$ cat config.mk
export PLATFORM = sky130hd
export DESIGN_NAME = bcd_display_ctrl
export DESIGN_NICKNAME = d
export VERILOG_FILES = /design/src/rtl/bcd_display_ctrl.sv
export SDC_FILE = /design/constraint.sdc
export NUM_CORES = 1
export LEC_CHECK = 0
export ABC_AREA = 1
export ABC_CLOCK_PERIOD_IN_PS = 1550
export BUFFER_PORTS_ARGS = -buffer_cell sky130_fd_sc_hd__buf_2
export CORE_MARGIN = 8
export CORE_UTILIZATION = 55
export DETAILED_ROUTE_END_ITERATION = 7
export PLACE_DENSITY = 0.82
export RECOVER_POWER = 25
export SYNTH_ARGS = -nofsm -noshare
export SYNTH_HDL_FRONTEND = slang
export SYNTH_SLANG_ARGS = --single-unit
$ cat constraint.sdc
create_clock -name clk -period 1.55 [get_ports clk]
set_clock_uncertainty 0.05 [all_clocks]
set_input_delay 0.0775 -clock clk [delete_from_list [all_inputs] [get_ports clk]]
set_output_delay 0.0775 -clock clk [all_outputs]
set_load 0.1 [all_outputs]
$ cat src/rtl/bcd_display_ctrl.sv
// Binary-to-BCD display sequencer.
// Accepts an unsigned binary value through a load/busy/done handshake,
// converts it with iterative shift-add-3 (one input bit per clock), optionally
// blanks leading zeros, and publishes all digit codes in a single update.
// Digit code encoding: 0x0-0x9 digits, 0xE = "E", 0xF = blank.
module bcd_display_ctrl #(
  parameter int DIGITS = 4,
  parameter int IN_W   = 14
) (
  input  logic                  clk,
  input  logic                  rst,
  input  logic                  load,
  input  logic [IN_W-1:0]       value,
  input  logic                  blank_en,
  output logic                  busy,
  output logic                  done,
  output logic                  ovf,
  output logic [4*DIGITS-1:0]   bcd_out
);

  localparam int BCD_W = 4 * DIGITS;
  localparam int CNT_W = $clog2(IN_W + 1);

  // Largest value that still fits on the display.
  localparam logic [IN_W-1:0] MAX_VAL = IN_W'(10 ** DIGITS - 1);

  typedef enum logic [1:0] {
    IDLE,
    SHIFT,
    FINISH,
    OVF
  } state_t;

  state_t             state;
  state_t             state_next;

  logic [IN_W-1:0]    bin_q;    // remaining binary bits, MSB shifted out first
  logic [BCD_W-1:0]   bcd_q;    // BCD accumulator
  logic [CNT_W-1:0]   cnt_q;    // shifts still to perform
  logic               blank_q;  // blank_en captured with the accepted load

  logic [BCD_W-1:0]   bcd_adj;  // accumulator after the add-3 correction
  logic [BCD_W-1:0]   blanked;  // final digits with leading-zero blanking
  logic               lead;     // still scanning leading zeros
  logic               too_big;

  // Any non-idle state means a conversion is in flight; FINISH/OVF return
  // to IDLE on the edge that raises done, so busy is low in the done cycle.
  assign busy    = (state != IDLE);
  assign too_big = (value > MAX_VAL);

  // State register.
  always_ff @(posedge clk) begin
    // NOTE: sequential state is always updated with non-blocking assignments
    // so every register samples the pre-edge values of its neighbours.
    if (rst) begin
      state <= IDLE;
    end else begin
      state <= state_next;
    end
  end

  // Next-state logic.
  always_comb begin
    state_next = state;
    case (state)
      IDLE: begin
        if (load) begin
          state_next = too_big ? OVF : SHIFT;
        end
      end
      SHIFT: begin
        // The shift performed on this edge is the last one.
        if (cnt_q == CNT_W'(1)) begin
          state_next = FINISH;
        end
      end
      FINISH:  state_next = IDLE;
      OVF:     state_next = IDLE;
      default: state_next = IDLE;
    endcase
  end

  // Add 3 to every BCD digit that is 5 or more before it is doubled; a digit
  // of at most 9 becomes at most 12, so no carry crosses into the next digit.
  always_comb begin
    // NOTE: combinational outputs get a full default first so no path through
    // the block leaves them unassigned, which would infer a latch.
    bcd_adj = bcd_q;
    for (int i = 0; i < DIGITS; i++) begin
      if (bcd_q[4*i +: 4] >= 4'd5) begin
        bcd_adj[4*i +: 4] = bcd_q[4*i +: 4] + 4'd3;
      end
    end
  end

  // Leading-zero blanking: from the most significant digit down, zeros turn
  // into blanks until the first nonzero digit. Digit 0 is never blanked.
  always_comb begin
    blanked = bcd_q;
    lead    = blank_q;
    for (int i = DIGITS - 1; i >= 1; i--) begin
      if (lead && (bcd_q[4*i +: 4] == 4'h0)) begin
        blanked[4*i +: 4] = 4'hF;
      end else begin
        lead = 1'b0;
      end
    end
  end

  // Conversion datapath and result registers.
  always_ff @(posedge clk) begin
    if (rst) begin
      bin_q   <= '0;
      bcd_q   <= '0;
      cnt_q   <= '0;
      blank_q <= 1'b0;
      bcd_out <= {DIGITS{4'hF}};
      ovf     <= 1'b0;
      done    <= 1'b0;
    end else begin
      done <= 1'b0;
      case (state)
        IDLE: begin
          if (load) begin
            bin_q   <= value;
            bcd_q   <= '0;
            cnt_q   <= CNT_W'(IN_W);
            blank_q <= blank_en;
          end
        end
        SHIFT: begin
          {bcd_q, bin_q} <= {bcd_adj[BCD_W-2:0], bin_q, 1'b0};
          cnt_q          <= cnt_q - CNT_W'(1);
        end
        FINISH: begin
          bcd_out <= blanked;
          ovf     <= 1'b0;
          done    <= 1'b1;
        end
        OVF: begin
          bcd_out <= {DIGITS{4'hE}};
          ovf     <= 1'b1;
          done    <= 1'b1;
        end
        default: ;
      endcase
    end
  end

endmodule

==> results.txt <==
Ant diodes = 0
CP startpoint kind = flip-flop
Yosys reg bits = 55
Vias in the first global route = 2358
Yosys top cell area share = 40.2%
I/O Pins = 37
Fin crit period = 1440 ps
Relative slew slack = 63.8%
CTS tree = built
Total core area = 4750 um2
Initial DRT Pass Iterations = 4
Via count = 2570
Setup ws final = 114 ps
HP Class = in -> reg
Die W = 86.6 um
Endpoints failing hold = 0
Critical Path AT = 1580 ps
Gr usage total = 17.1%
Post-Synthesis Cells = 374
Largest buffer count on any clock path = 2
Finished Layout Cells = 493
Remaining Overflow, GRT = 0
Largest net degree at the start of global routing = 22
Worst slack, placed = 77.8 ps
Pwr Density = 1050 nW/um2
Post-synth ARST share = 0%
Clock-pin slew on the worst setup and hold paths = 110 ps
DRC = 0
Crit share post-route = 92.6%
H-tree depth = 2
Status = complete, no violations
Req. time, crit path = 1700 ps
Critical path class = reg -> reg
Share of layout cells above drive strength 1 = 20.9%
First-pass GRT wire length = 10.5 mm
Setup Viol. Count Final = 0
Placer Congestion = 0.849
Worst hold slack = 51.6 ps
Post-route ant nets = 0
Largest area contributor in the netlist = dfxtp_1
Part of the Yosys area used for sequential elements = 40.2%
Vias/cell = 5.21
Pwr Total = 3380 uW
Row count = 25
Leakage = 0.00145 uW
Area delta synth->final = 17.9%
DIE HEIGHT = 86.6 um
Detail Placement HPWL = 4.46 mm
Max-Cap Viols = 0
Max Fclk = 697 MHz
Max VDD drop = 0.000627 V
WL/cell = 12.4 um
Crit-path max FO = 5
Max Slew Vio Count = 0
Port Buffers = 36
Nets = 456
Filler Cell Count = 403
Netlist cell types = 29
DR iter-0 viols = 143
Worst slew pin tran = 545 ps
Placed Cells incl. Taps = 473
Initial core utilization = 57.7%
Clock sink total = 55
CTS Buf Count = 5
Syn Area/Cell = 7.33 um2
Clock root cell = clkbuf_8
CP Capture Type = flip-flop
Setup TNS = 0 ps
Mapped cell area = 2740 um2
Latest clock arrival within the worst-skew pair = 320 ps
Unrepaired setup endpoints after global routing = no
Top cells by area, synth = dfxtp_1 (40%), nand2_1 (15%), ha_1 (5.9%)
Ys Warns = 0
Antenna violations before repair = 0
Top FF cell, synth = dfxtp_1
Drt total wl = 6.14 mm
EDFF count, synth = 0
Mapped Nets = 405
Die area = 7500 um2
==> routing by layer <==
metal | part of all wire [%] | up-vias | track usage [%] | wire length (um)
li1 | - | 1319 | - | -
met1 | 46 | 1183 | 20.5 | 2800
met2 | 48 | 60 | 28.7 | 2930
met3 | 5.3 | 8 | 4.54 | 327
met4 | 1.4 | 0 | 5.48 | 85
met5 | 0 | - | 0 | 0
==> through the flow <==
stage | instance area [um2] | util (%)
final | 3230 | 68.0
after global routing | 3230 | 68.0
after CTS | 3230 | 67.9
after detailed placement | 3030 | 63.8
after global placement | 3030 | 63.8
after floorplan | 2740 | -
==> layout make-up <==
| class | count | area [um2] | area share, % |
|---|---|---|---|
| well taps | 67 | 83.8 | 2.59 |
| clock buffers | 6 | 72.6 | 2.24 |
| clock inverters | 2 | 16.3 | 0.503 |
| repair buffers | 62 | 417 | 12.9 |
| inverters | 39 | 146 | 4.53 |
| multi-input cells | 262 | 1400 | 43.2 |
| flip-flops and latches | 55 | 1100 | 34.1 |
==> synthesized netlist by cell type (2+ instances only) <==
| cell type | number |
|---|---|
| nand4_1 | 7 |
| inv_2 | 4 |
| buf_1 | 2 |
| o22ai_1 | 3 |
| a21oi_2 | 10 |
| nand2_2 | 11 |
| o31ai_1 | 3 |
| inv_1 | 35 |
| ha_1 | 13 |
| o2111ai_1 | 3 |
| o21ai_0 | 20 |
| buf_6 | 4 |
| nand2_1 | 110 |
| nor2_1 | 16 |
| clkbuf_1 | 5 |
| dfxtp_1 | 55 |
| nand3_1 | 22 |
| a21oi_1 | 27 |
| a31oi_1 | 9 |
| buf_2 | 6 |
==> power by group <==
group          total (uW)  internal [uW]  leakage (uW)  switching, uW
Sequential           1580           1520      0.000450           54.0
Clock                 819            326     0.0000418            494
Combinational         982            254      0.000956            728
Total                3380           2100       0.00145           1280
==> cells in the final DEF, fill, tap and decap left out, drive strengths merged <==
cell	count
a21oi	37
a221o	1
a31oi	9
buf	39
clkbuf	18
clkinvlp	1
dfxtp	55
dlygate4sd3	11
ha	13
inv	40
nand2	121
nand3	23
nand3b	1
nand4	7
nor2	18
o2111ai	3
o211ai	1
o21ai	21
o22ai	3
o31ai	3
or2	1
==> state kept, by name (all words and copies together) (netlist names) <==
name,flops
ovf,1
bin_q,14
cnt_q,4
done,1
state,2
blank_q,1
bcd_out,16
bcd_q,16
==> worst paths after layout <==
check / startpoint / endpoint / slack, ps / cells past startpoint
min: load / cnt_q[1] / 50 / 3
max reg2reg: bcd_q[8] / bcd_out[10] / 110 / 8
max: bcd_q[8] / bcd_out[10] / 110 / 8
min reg2reg: bin_q[2] / bin_q[2] / 410 / 2
==> timing repair <==
| item | in CTS | in global routing |
|---|---|---|
| gates resized for setup | 0 | 5 |
| hold buffers | 11 | 0 |
| setup endpoints to repair | 0 | 11 |
| setup buffers | 0 | 1 |
| endpoints found under the hold margin | 11 | 0 |
==> critical path, stage by stage (launching register included) <==
cell     delay [ps]
dfxtp_1         430
inv_1           120
ha_1            210
inv_1            50
nor2_1           50
nand2_1          80
nand2_1          90
o22ai_1         160
nand2_1          80
==> cells by family (layout without fill, tap and decap cells) <==
logic type	after synthesis	after routing	share of synthesized area [%]
buf+inv	57	109	9.31
compound gates	78	78	17.1
simple gates	171	171	27.5
fa+ha+maj	13	13	5.93
flops	55	55	40.2
Power figures use the tool's default switching activity.
